**src/rtl/pc_branch_unit.sv**
```systemverilog
// PC register and branch resolution: next-PC select, link address, flush and misaligned trap.
// Optional branch/taken counters are built only when BRANCH_STATS_EN is defined.
module pc_branch_unit #(
    parameter int unsigned          PC_WIDTH = 32,
    parameter logic [PC_WIDTH-1:0]  RESET_PC = '0
) (
    input  logic                i_clk,
    input  logic                i_reset,
    input  logic                i_stall,
    input  logic                i_br_valid,
    input  logic [2:0]          i_br_type,
    input  logic [PC_WIDTH-1:0] i_br_offset,
    input  logic [PC_WIDTH-1:0] i_jalr_target,
    input  logic                i_alu_zero,
    input  logic                i_alu_sign,
    output logic [PC_WIDTH-1:0] o_pc,
    output logic [PC_WIDTH-1:0] o_link_addr,
    output logic                o_taken,
    output logic                o_flush,
    output logic                o_trap,
    output logic [31:0]         o_branch_count,
    output logic [31:0]         o_taken_count
);

    typedef enum logic {StRun, StTrap} state_e;

    state_e              r_state;
    logic [PC_WIDTH-1:0] r_pc;
    logic                r_taken;
    logic                r_flush;
    logic                r_trap;

    logic                w_cond;
    logic                w_known_type;
    logic                w_taken;
    logic                w_aligned;
    logic                w_accept;
    logic [PC_WIDTH-1:0] w_target;
    logic [PC_WIDTH-1:0] w_pc_plus4;

    assign w_pc_plus4 = r_pc + PC_WIDTH'(4);

    always_comb begin
        w_cond       = 1'b0;
        w_known_type = 1'b1;
        w_target     = r_pc + i_br_offset;
        unique case (i_br_type)
            3'b001:  w_cond = i_alu_zero;
            3'b010:  w_cond = ~i_alu_zero;
            3'b011:  w_cond = i_alu_sign;
            3'b100:  w_cond = ~i_alu_sign;
            3'b101:  w_cond = 1'b1;
            3'b110: begin
                w_cond   = 1'b1;
                w_target = {i_jalr_target[PC_WIDTH-1:1], 1'b0};
            end
            default: w_known_type = 1'b0;
        endcase
    end

    assign w_taken   = i_br_valid & w_cond;
    assign w_aligned = (w_target[1:0] == 2'b00);
    // Cycle in which a branch instruction is actually resolved (counted even if it traps).
    assign w_accept  = (r_state == StRun) & ~i_stall & i_br_valid & w_known_type;

    always_ff @(posedge i_clk) begin
        if (i_reset) begin
            r_state <= StRun;
            r_pc    <= RESET_PC;
            r_taken <= 1'b0;
            r_flush <= 1'b0;
            r_trap  <= 1'b0;
        end else begin
            unique case (r_state)
                StRun: begin
                    if (i_stall) begin
                        r_taken <= 1'b0;
                        r_flush <= 1'b0;
                    end else if (w_taken && w_aligned) begin
                        r_pc    <= w_target;
                        r_taken <= 1'b1;
                        r_flush <= 1'b1;
                    end else if (w_taken) begin
                        r_trap  <= 1'b1;
                        r_state <= StTrap;
                        r_taken <= 1'b0;
                        r_flush <= 1'b0;
                    end else begin
                        r_pc    <= w_pc_plus4;
                        r_taken <= 1'b0;
                        r_flush <= 1'b0;
                    end
                end
                StTrap: begin
                    r_taken <= 1'b0;
                    r_flush <= 1'b0;
                    r_trap  <= 1'b1;
                end
                default: r_state <= StTrap;
            endcase
        end
    end

`ifdef BRANCH_STATS_EN
    logic [31:0] r_branch_count;
    logic [31:0] r_taken_count;

    always_ff @(posedge i_clk) begin
        if (i_reset) begin
            r_branch_count <= '0;
            r_taken_count  <= '0;
        end else if (w_accept) begin
            r_branch_count <= r_branch_count + 32'd1;
            if (w_taken && w_aligned) begin
                r_taken_count <= r_taken_count + 32'd1;
            end
        end
    end

    assign o_branch_count = r_branch_count;
    assign o_taken_count  = r_taken_count;
`else
    logic w_unused_accept;
    assign w_unused_accept = w_accept;
    assign o_branch_count  = '0;
    assign o_taken_count   = '0;
`endif

    assign o_pc        = r_pc;
    assign o_link_addr = w_pc_plus4;
    assign o_taken     = r_taken;
    assign o_flush     = r_flush;
    assign o_trap      = r_trap;

endmodule

```
**config.mk**
```make
export PLATFORM = sky130hd
export DESIGN_NAME = pc_branch_unit
export DESIGN_NICKNAME = d
export VERILOG_FILES = /design/src/rtl/pc_branch_unit.sv
export SDC_FILE = /design/constraint.sdc
export NUM_CORES = 1
export LEC_CHECK = 0
export BUFFER_PORTS_ARGS = -buffer_cell sky130_fd_sc_hd__clkbuf_2
export CORE_MARGIN = 1.5
export CORE_UTILIZATION = 45
export CTS_CLUSTER_SIZE = 10
export DETAILED_ROUTE_END_ITERATION = 6
export PLACE_DENSITY = 0.89
export SLEW_MARGIN = 20
export SYNTH_ARGS = -nofsm -noshare
export SYNTH_HDL_FRONTEND = slang
export SYNTH_SLANG_ARGS = --single-unit
```
**constraint.sdc**
```tcl
create_clock -name i_clk -period 5.4 [get_ports i_clk]
set_clock_uncertainty 0.05 [all_clocks]
set_input_delay 0.81 -clock i_clk [delete_from_list [all_inputs] [get_ports i_clk]]
set_output_delay 0.81 -clock i_clk [all_outputs]
set_load 0.005 [all_outputs]
```
; After elaboration in Yosys (flattened, before gate mapping)
; Index checks and enable logic that the tools add are counted.
[totals]
regBits = 35
output_inout_bits = 131
elab_cells = 41
[op_classes]
bitwise_logic = 5
eq_ne = 10
mux = 15
n_reduce_logical = 5
add_sub_neg = 2
[ops]
columns = operator, n
row1 = $mux W32, 3
row2 = $add A32 B3 Y32 const B, 1
row3 = $add A32 B32 Y32, 1
row4 = $eq A3 B3 Y1 const B, 3
row5 = $mux W1, 9
row6 = $eq A3 B2 Y1 const B, 2
row7 = $ne A2 B2 Y1 const B, 3
row8 = $reduce_and A3 Y1, 2
row9 = $pmux W1 S5, 1
row10 = $not A1 Y1, 4
row11 = $pmux W1 S2, 2
row12 = $eq A3 B1 Y1 const B, 1
row13 = $logic_not A2 Y1, 1
row14 = $ne A2 B1 Y1 const B, 1
row15 = $reduce_or A2 Y1, 1
row16 = $and A1 B1 Y1, 1
row17 = $logic_and A1 B1 Y1, 1

; Depth between registers and ports, before layout
; Gate-level depths: netlist of run 1.
[logic_depth]
ltp_word = 8
mapped_depth = 12

; Worst setup path after synthesis of run 1
; Ideal clock, no wire load.
[synth_timing]
path_kind = input to register
startpoint = input port i_br_offset[15]
endpoint = register r_pc[31], in the netlist o_pc[31]
setup_ps = 130
cell_stages = 12
arrival_time_ps = 3148
path_slack_ps = 2072
t_required_ps = 5220
n_path_buf = 1
path_cell_list = ha_1 buf_2 and4_4 and3_1 a211o_1 a31o_1 a221o_1 a31oi_4 o31ai_2 a21oi_1 mux2i_1 nor3_2
[synth_between]
elab_chain_cells = 3
[synth_lines]
columns = item, line
row1 = "start, declared", 12  ; input logic [PC_WIDTH-1:0] i_br_offset,
row2 = $add A32 B32 Y32, 46  ; w_target = r_pc + i_br_offset;
row3 = $mux W32, 47  ; unique case (i_br_type)
row4 = $mux W32, 79  ; end else if (w_taken && w_aligned) begin
row5 = "end signal, assigned", 80  ; r_pc <= w_target;
row6 = "end signal, assigned", 89  ; r_pc <= w_pc_plus4;
row7 = "end, declared", 28  ; logic [PC_WIDTH-1:0] r_pc;
; Every way passes these cells.
; A chain may end at the register's enable or synchronous reset.

; Worst setup path in the final report of run 1
[layout_timing]
startpoint = register r_pc[2], in the netlist o_pc[2]
endpoint = output port o_link_addr[31]
[layout_between]
elab_chain_cells = 1
[layout_lines]
columns = item, line
row1 = $add A32 B3 Y32, 41  ; assign w_pc_plus4 = r_pc + PC_WIDTH'(4);
row2 = "end, declared", 17  ; output logic [PC_WIDTH-1:0] o_link_addr,
; Every way passes these cells.

==> impl_metrics.ini, run 1 <==
[synthesis]
synth_top_flop_cell = dfxtp_1
ys_top_cells_by_area = dfxtp_1, buf_4, ha_1
ys_async_sr_fraction = 0
synth_compound_area_frac = 0.296
synth-simple-area-share = 0.194
synth_xor_area_frac = 0.105
synth_top_family_by_area = compound AO/OA/AOI/OAI gates
syn_inst = 615
synth_area_um2 = 4430
synth_top_area_cell = dfxtp_1
yosys_warnings = 0
synth.avg_cell_area_um2 = 7.21
synthMuxAreaShare = 0.00734
synth_seq_cells = 35
ys_seq_area_frac = 0.158
synthAdderAreaFrac = 0.0949
ys_types = 65
synth_edf_count = 0
yosys.area.top_type_share = 0.158

[timing]
fin_crit_ns = 3.77
finalSetupViolCount = 0
hold_violations = 0
drv_slew = 0
slew_headroom = 0.579
setup_ws_ns = 1.63
max_freq_ghz = 0.265
period_share = 0.698
tns_ns = 0
rsz0062_at_grt = no
worstMarginPinSlew_ns = 0.626

[floorplan]
num_rows = 36
ios = 204
die_y_um = 102
fp.coreArea_um2 = 9680
die_w_um = 102
die-area_um2 = 10500
initial_core_util = 0.458

[cts]
post_cts_buffers = 0
ctsRootBufferMaster = clkbuf_8
clk_latency_ns = 0.29
cts_buffer_depth = 2
cts_tree = built
cts_resized = 0
clkSlewWorstSetupHoldPaths_ns = 0.07
cts_sinks = 35
cts_made_buffers = 5
htreeDepth = 2
postCtsHoldBufs = 0

[run]
max_cap_violations = 0

[setup_path]
cp_common_cell = nand4_1
reg2reg_depth = 11
r2r-end = o_pc[16]$_SDFFE_PP0P_
worstPathArrival_ns = 2.91
path_buf_inv = 1
r2r_slack_ns = 1.89
start_kind = flip-flop
crit_required_ns = 4.54
crit_type = flip-flop to output port
cp_cell_sequence = and3_1 > nand4_1 > nor4_2 > and2_1 > nand4_1 > xnor2_1 > clkbuf_2
worstPathMaxFanout = 8
cp_top_family = simple AND/OR/NAND/NOR gates
crit_slowest_cell = nor4_2
rr_startpoint = o_pc[0]$_SDFFE_PP0P_
critPathMaxStageDelay_ns = 0.70
endpoint_kind = output port

[detailed_routing]
drc = 0
firstDrtPassIters = 7
drt_wl_total_mm = 13.5
wl_per_cell_um = 15.4
ant_nets = 0
via_per_inst = 5.49
route.vias.total = 4824
drt_iter0_markers = 346

[global_route]
grt_util_all_layers = 0.255
grt_pass1_vias = 4393
grt_antenna_before_repair = 0
grt_start_max_net_pins = 26
grt_pass1_wl_mm = 21.1
overflow = 0

[final_layout]
multi_input_area_um2 = 3330
drive_above_1_share = 0.217
layout.nets = 850
finish.utilization = 0.525
fillers = 988
diodes = 0
layout_common_cells = clkbuf_2, nand2_1, a21oi_1, conb_1, nor2_1
area_growth_pct = 14.6
seq_area_um2 = 701
final_common_cell = clkbuf_2

[worst_hold_path]
hp-start = o_trap$_SDFFE_PP0P_
hold_path_end = o_trap$_SDFFE_PP0P_
worstHoldPathType = flip-flop to flip-flop
min_path_cells = 2

[pwr]
p_per_area_nw_per_um2 = 161
p_total_mw = 0.817
ir_worst_vdd_mv = 0.113
leakage_nw = 2.46

[place]
dp_hpwl_mm = 10.6
io_buffers = 138
place_ws_ns = 1.47
gpl.final_weighted_congestion = 0.924

[status]
status = complete, no violations
==> through the flow <==
stage,cells,cell area (µm²),hold slack (ns)
after CTS,878,5080,0.401
after global placement,870,5000,0.391
after global routing,878,5080,0.426
after detailed placement,870,5000,0.389
final,878,5080,0.399
after floorplan,678,4670,0.392
==> kinds of logic (layout without fill, tap and decap cells) <==
logic type | after synthesis | in the layout
adders and majority gates | 33 | 33
muxes | 3 | 3
xor gates and xnor gates | 53 | 53
and+or+nand+nor | 181 | 181
buffers and inverters | 102 | 169
DFF | 35 | 35
AOI/OAI and AO/OA | 207 | 207
other | 1 | 64
==> layout make-up <==
cell class	count	share of cell area
flip-flops and latches	35	0.138
repair buffers	144	0.145
well taps	133	0.0328
inverters	17	0.0126
clock buffers	7	0.0150
multi-input cells	541	0.656
clock inverters	1	0.000985
==> worst max path at each step <==
stage                         start                    end  slack [ns]  cells after the start
6_report       o_pc[2]$_SDFFE_PP0P_        o_link_addr[31]        1.63                      7
5_1_grt              i_br_offset[0]  o_pc[16]$_SDFFE_PP0P_        1.51                     12
4_1_cts        o_pc[9]$_SDFFE_PP0P_        o_link_addr[30]        1.70                      7
3_5_place_dp         i_br_offset[0]  o_pc[16]$_SDFFE_PP0P_        1.47                     12
2_1_floorplan       i_br_offset[15]  o_pc[31]$_SDFFE_PP0P_        2.07                     12
3_3_place_gp         i_br_offset[0]  o_pc[16]$_SDFFE_PP0P_        1.54                     12
==> flip-flops by register name, indices dropped and copies added (netlist names) <==
| name | flops |
|---|---|
| o_pc | 32 |
| o_flush | 1 |
| o_trap | 1 |
| r_state | 1 |
==> where the power goes <==
part	switching [mW]	internal, mW
combinational	0.188	0.135
clock	0.102	0.0908
sequential	0.0294	0.272
==> synthesized netlist by cell type (2+ instances only) <==
cell type / instances
o22ai_1: 4
nand3b_1: 2
o221ai_1: 2
nand2b_1: 4
buf_4: 67
o211ai_1: 13
a221o_1: 2
a31oi_1: 11
nor2_1: 44
o41ai_1: 2
nand2_1: 64
o21bai_1: 3
inv_1: 16
buf_2: 3
a21o_1: 16
o21ai_0: 31
clkbuf_1: 15
and2_1: 8
nand3_1: 18
nor3_1: 10
o21ai_1: 20
a211o_1: 2
a31o_1: 2
a21oi_1: 64
a32oi_1: 2
dfxtp_1: 35
or4_1: 2
o21a_1: 5
nor3_2: 2
and3_1: 6
xor2_1: 17
xnor2_1: 36
and4_1: 3
ha_1: 32
a22oi_1: 3
a211oi_1: 10
nand4_1: 11
==> worst register-to-register path: cells and delay by family, from the launching register on <==
kind | cells | cell delay, ns
AO/OA/AOI/OAI | 6 | 1.19
adder cells (fa/ha/maj) | 2 | 0.66
flip-flops | 1 | 0.38
AND/OR/NAND/NOR | 3 | 1.18
==> metal layers <==
layer,part of all wire,GRT usage,up-vias
met4,0.032,0.0927,0
li1,-,-,2368
met1,0.42,0.328,2156
met2,0.46,0.427,264
met3,0.091,0.0431,36
met5,0,0,-
(Power assumes the default switching activity.)
==> run 2: changes to the inputs <==
--- a/config.mk
+++ b/config.mk
@@ -5,6 +5,7 @@
 export SDC_FILE = /design/constraint.sdc
 export NUM_CORES = 1
 export LEC_CHECK = 0
+export ABC_AREA = 1
 export BUFFER_PORTS_ARGS = -buffer_cell sky130_fd_sc_hd__clkbuf_2
 export CORE_MARGIN = 1.5
 export CORE_UTILIZATION = 45
==> constraint.sdc (replaced) <==
create_clock -name i_clk -period 3.2 [get_ports i_clk]
set_clock_uncertainty 0.05 [all_clocks]
set_input_delay 0.48 -clock i_clk [delete_from_list [all_inputs] [get_ports i_clk]]
set_output_delay 0.48 -clock i_clk [all_outputs]
set_load 0.005 [all_outputs]
==> run 2 against run 1 <==
  * Wire length is 26% higher
  * Register-to-register slack got worse by 1.3 ns
  * Final cell count is 46% higher
  * Cell area grew 22%
  * Combinational power grew to 2.7 times the previous value
  * Synthesized cell count up 64%
  * Non-clock buffer count shrank 2
  * First-iteration DRC count rose by 79%
  * Largest cell class unchanged
==> impl_metrics.ini, run 2 <==
[detailed_routing]
drt_wl_total_mm = 17.0
drc = 0
via_per_inst = 5.00
firstDrtPassIters = 5
drt_iter0_markers = 618
route.vias.total = 6426
ant_nets = 0
wl_per_cell_um = 13.3

[place]
placed_area_um2 = 6040
gpl.final_weighted_congestion = 0.949
io_buffers = 138
dp_hpwl_mm = 14.2

[cts]
postCtsHoldBufs = 0
cts_resized = 0
cts_buffer_depth = 2
cts_tree = built
htreeDepth = 2
ctsRootBufferMaster = clkbuf_16
clk_latency_ns = 0.29
clkSlewWorstSetupHoldPaths_ns = 0.06
cts_sinks = 35
cts_made_buffers = 5
post_cts_buffers = 0

[synthesis]
yosys.area.top_type_share = 0.216
ys_top_cells_by_count = nand2_1, inv_1, nor2_1, a21oi_1, buf_4
synth.avg_cell_area_um2 = 5.41
ys_types = 34
syn_inst = 1011
synth_top_flop_cell = dfxtp_1
yosysMostFrequentCell = nand2_1
yosys_warnings = 0
ys_seq_area_frac = 0.128
synth_edf_count = 0
ys_top_cells_by_area = nand2_1, dfxtp_1, inv_1
ys_async_sr_fraction = 0
synth_top_area_cell = nand2_1
synth_area_um2 = 5470
synth_seq_cells = 35

[timing]
fin_hold_ws_ns = 0.370
max_freq_ghz = 0.371
tns_ns = 0
slew_headroom = 0.454
drv_slew = 0
fin_crit_ns = 2.70
rsz0062_at_grt = no
worstMarginPinSlew_ns = 0.819
period_share = 0.843
hold_violations = 0
finalSetupViolCount = 0

[setup_path]
reg2reg_depth = 10
r2r_slack_ns = 0.55
critPathMaxStageDelay_ns = 0.49
cp_common_cell = nor2_2
rr_startpoint = o_pc[0]$_SDFFE_PP0P_
worstPathArrival_ns = 2.17
crit_type = flip-flop to output port
endpoint_kind = output port
cp_cell_sequence = inv_1 > nor2_2 > nand2_1 > nor2_2 > nand4_1 > xnor2_1 > clkbuf_2
start_kind = flip-flop
crit_slowest_cell = dfxtp_1
r2r-end = o_pc[22]$_SDFFE_PP0P_
worstPathMaxFanout = 6
crit_required_ns = 2.67

[floorplan]
num_rows = 40
die_y_um = 113
ios = 204
die-area_um2 = 12800
die_w_um = 113
fp.coreArea_um2 = 11900
initial_core_util = 0.459

[final_layout]
layout.nets = 1243
layout_common_cells = nand2_1, inv_1, clkbuf_2, nor2_1, a21oi_1
diodes = 0
multi_input_area_um2 = 3820
drive_above_1_share = 0.143
fillers = 1282
area_growth_pct = 13.2
seq_area_um2 = 701
finish.instance_area_um2 = 6190
final_common_cell = nand2_1
largest_reg_flops = 32

[global_route]
grt_pass1_wl_mm = 26.8
grt_util_all_layers = 0.261
overflow = 0
grt_pass1_vias = 5647
grt_start_max_net_pins = 52
grt_antenna_before_repair = 0

[run]
max_cap_violations = 0

[worst_hold_path]
min_path_cells = 2
hold_path_end = o_flush$_SDFF_PP0_
worstHoldPathType = primary input to flip-flop
hp-start = i_stall

[pwr]
p_per_area_nw_per_um2 = 312
leakage_nw = 3.75
ir_worst_vdd_mv = 0.197
p_total_mw = 1.93

[status]
status = complete, no violations
==> run 2: changes by cell type in the layout (fill, tap and decap cells not counted), moves of 9 or more <==
| cell | change |
|---|---|
| a21o_1 | -15 |
| nor2_1 | +79 |
| o21ai_1 | +11 |
| xnor2_1 | -23 |
| a211oi_1 | -9 |
| o21ai_0 | -22 |
| nand2_1 | +251 |
| nand3_1 | +41 |
| a31oi_1 | -10 |
| inv_1 | +142 |
==> run 2: worst max path at each step <==
| stage | from | endpoint | slack [ns] | cells after the start |
|---|---|---|---|---|
| after floorplan | i_br_offset[0] | o_pc[0]$_SDFFE_PP0P_ | 0.98 | 9 |
| after global placement | i_br_offset[0] | o_pc[17]$_SDFFE_PP0P_ | 0.49 | 11 |
| after detailed placement | i_br_offset[0] | o_pc[17]$_SDFFE_PP0P_ | 0.44 | 11 |
| after CTS | o_pc[4]$_SDFFE_PP0P_ | o_link_addr[21] | 0.59 | 7 |
| after global routing | o_pc[0]$_SDFFE_PP0P_ | o_pc[19]$_SDFFE_PP0P_ | 0.39 | 10 |
| final | o_pc[4]$_SDFFE_PP0P_ | o_link_addr[21] | 0.50 | 7 |
==> run 2: critical path, delay by kind of cell, from the launching register on <==
family	cells	cell delay, ns
xor+xnor	1	0.30
buf+inv	2	0.29
flops	1	0.49
simple gates	4	0.79
==> run 2: power breakdown <==
part           switching (mW)  total [mW]  internal [mW]
sequential             0.0853       0.560          0.475
clock                   0.204       0.495          0.291
combinational           0.550       0.878          0.328
total                   0.840        1.93           1.09
==> run 2: cell type report <==
type                    count  share of cell area
clock buffers               5              0.0202
clock inverters             3             0.00384
inverters                 161              0.0977
multi-input cells         792               0.617
flip-flops and latches     35               0.113
well taps                 147              0.0297
repair buffers            142               0.119
==> run 2: logic make-up after synthesis <==
| kind of cell | after synthesis | synth area share |
|---|---|---|
| compound gates | 124 | 0.121 |
| xor+xnor | 37 | 0.0593 |
| fa+ha+maj | 33 | 0.0769 |
| buf+inv | 247 | 0.217 |
| flops | 35 | 0.128 |
| other cells | 1 | 0.000686 |
| simple gates | 534 | 0.397 |
==> run 2: stage by stage <==
step           std cells  setup WS [ns]   util
2_1_floorplan       1074          0.980      -
3_3_place_gp        1277          0.488  0.507
3_5_place_dp        1277          0.441  0.507
4_1_cts             1285          0.586  0.519
5_1_grt             1285          0.391  0.519
6_report            1285          0.502  0.519
==> run 2: layer usage <==
layer,up-vias,track usage,routed length [µm]
met1,2801,0.328,7100
met4,0,0.0883,535
met3,44,0.0380,1530
met2,323,0.458,7870
met5,-,0,0
li1,3258,-,-
==> run 3: changes to the inputs <==
--- a/config.mk
+++ b/config.mk
@@ -11,7 +11,7 @@
 export CORE_UTILIZATION = 45
 export CTS_CLUSTER_SIZE = 10
 export DETAILED_ROUTE_END_ITERATION = 6
-export PLACE_DENSITY = 0.89
+export PLACE_DENSITY = 0.86
 export SLEW_MARGIN = 20
 export SYNTH_ARGS = -nofsm -noshare
 export SYNTH_HDL_FRONTEND = slang
==> constraint.sdc (replaced) <==
create_clock -name i_clk -period 2.6 [get_ports i_clk]
set_clock_uncertainty 0.05 [all_clocks]
set_input_delay 0.39 -clock i_clk [delete_from_list [all_inputs] [get_ports i_clk]]
set_output_delay 0.39 -clock i_clk [all_outputs]
set_load 0.005 [all_outputs]
==> run 3 against run 2 <==
  * Setup slack worse by 0.40 ns
  * Clock power up 17%
  * Combinational power up 25%
  * Final cell count up 0.31%
  * Worst hold slack worse by 0.095 ns
  * Sequential cell count unchanged
  * Sequential power up 23%
  * Utilization up 0.53 points
  * Power up 23%
  * Cell area up 1.0%
  * Via count about the same
==> impl_metrics.ini, run 3 (synthesized netlist as in run 2, its figures left out) <==
[status]
status = complete, no violations

[floorplan]
initial_core_util = 0.459
die_w_um = 113
num_rows = 40
die-area_um2 = 12800
fp.coreArea_um2 = 11900
ios = 204
die_y_um = 113

[final_layout]
layout_common_cells = nand2_1, inv_1, clkbuf_2, nor2_1, a21oi_1
seq_area_um2 = 707
finish.instance_area_um2 = 6250
drive_above_1_share = 0.154
fillers = 1270
diodes = 0
fin_cells = 1289
final_common_cell = nand2_1
layout.nets = 1247
area_growth_pct = 14.3
finish.utilization = 0.525
multi_input_area_um2 = 3840
largest_reg_flops = 32

[setup_path]
endpoint_kind = output port
crit_required_ns = 2.16
critPathMaxStageDelay_ns = 0.53
cp_cell_sequence = nand4_1 > nor3_1 > xor2_1 > clkbuf_2
crit_type = flip-flop to output port
worstPathMaxFanout = 7
reg2reg_depth = 11
worstPathArrival_ns = 2.06
crit_slowest_cell = dfxtp_1
start_kind = flip-flop

[cts]
clk_latency_ns = 0.28
htreeDepth = 2
cts_sinks = 35
ctsRootBufferMaster = clkbuf_16
cts_tree = built
cts_made_buffers = 5
clkSlewWorstSetupHoldPaths_ns = 0.05
cts_buffer_depth = 2
postCtsHoldBufs = 0

[timing]
rsz0062_at_grt = no
fin_hold_ws_ns = 0.274
max_freq_ghz = 0.401
hold_violations = 0
setup_ws_ns = 0.104
tns_ns = 0
worstMarginPinSlew_ns = 0.905
period_share = 0.960
drv_slew = 0
fin_crit_ns = 2.50
finalSetupViolCount = 0
slew_headroom = 0.396

[detailed_routing]
via_per_inst = 4.99
route.vias.total = 6429
ant_nets = 0
firstDrtPassIters = 5
drt_wl_total_mm = 17.2
wl_per_cell_um = 13.4
drc = 0
drt_iter0_markers = 459

[pwr]
p_per_area_nw_per_um2 = 379
leakage_nw = 3.79
ir_worst_vdd_mv = 0.349
p_total_mw = 2.37

[global_route]
grt_start_max_net_pins = 54
grt_antenna_before_repair = 0
grt_util_all_layers = 0.264
overflow = 0
grt_pass1_vias = 5661
grt_pass1_wl_mm = 27.1

[place]
placedCellCount = 1281
gpl.final_weighted_congestion = 0.963
io_buffers = 138
dp_hpwl_mm = 14.4
placed_area_um2 = 6080
place_ws_ns = 0.0901

[run]
max_cap_violations = 0

[worst_hold_path]
worstHoldPathType = primary input to flip-flop
min_path_cells = 2
[run 3: changes by cell type in the layout (fill, tap and decap cells not counted), moves of 2 or more]
| cell | previous run | this run |
|---|---|---|
| dfxtp_1 | 35 | 30 |
| dfxtp_2 | 0 | 5 |
| buf_4 | 3 | 6 |
| clkinv_2 | 0 | 3 |
| clkinvlp_4 | 2 | 0 |
| nor2_1 | 122 | 120 |
[run 3: repair_timing]
item / 4_1_cts / 5_1_grt
gates resized for setup: 0 / 10
endpoints found under the hold margin: 0 / 0
setup endpoints to repair: 0 / 8
buffers inserted: 0 / 0
[run 3: report_power, final]
| part | total (mW) | switching (mW) | internal [mW] |
|---|---|---|---|
| Sequential | 0.690 | 0.103 | 0.587 |
| Clock | 0.577 | 0.228 | 0.349 |
| Combinational | 1.10 | 0.690 | 0.413 |
| Total | 2.37 | 1.02 | 1.35 |
[run 3: layer usage]
metal  global-route usage  wire [µm]
met3               0.0375       1340
met5                    0          0
met2                0.459       8070
met1                0.337       7300
met4               0.0817        537
[run 3: final timing paths]
path                                      startpoint                    to  slack (ns)
worst min-delay path                         i_stall    o_flush$_SDFF_PP0_        0.27
worst max-delay path            o_pc[5]$_SDFFE_PP0P_       o_link_addr[10]        0.10
worst min register to register   o_trap$_SDFFE_PP0P_   o_trap$_SDFFE_PP0P_        0.42
worst max register to register  o_pc[0]$_SDFFE_PP0P_  o_pc[8]$_SDFFE_PP0P_        0.26
[run 3: critical path: cells and delay by family (launching register included)]
family / cells / cell delay [ns]
AND/OR/NAND/NOR: 2 / 0.81
buffers and inverters: 1 / 0.16
flip-flops: 1 / 0.53
XOR/XNOR: 1 / 0.28
[run 3: cell type report]
type,count,area share
Multi-Input combinational cell,792,0.614
Inverter,161,0.0967
Tap cell,147,0.0294
Clock buffer,5,0.0200
Clock inverter,3,0.00240
Timing Repair Buffer,146,0.124
Sequential cell,35,0.113
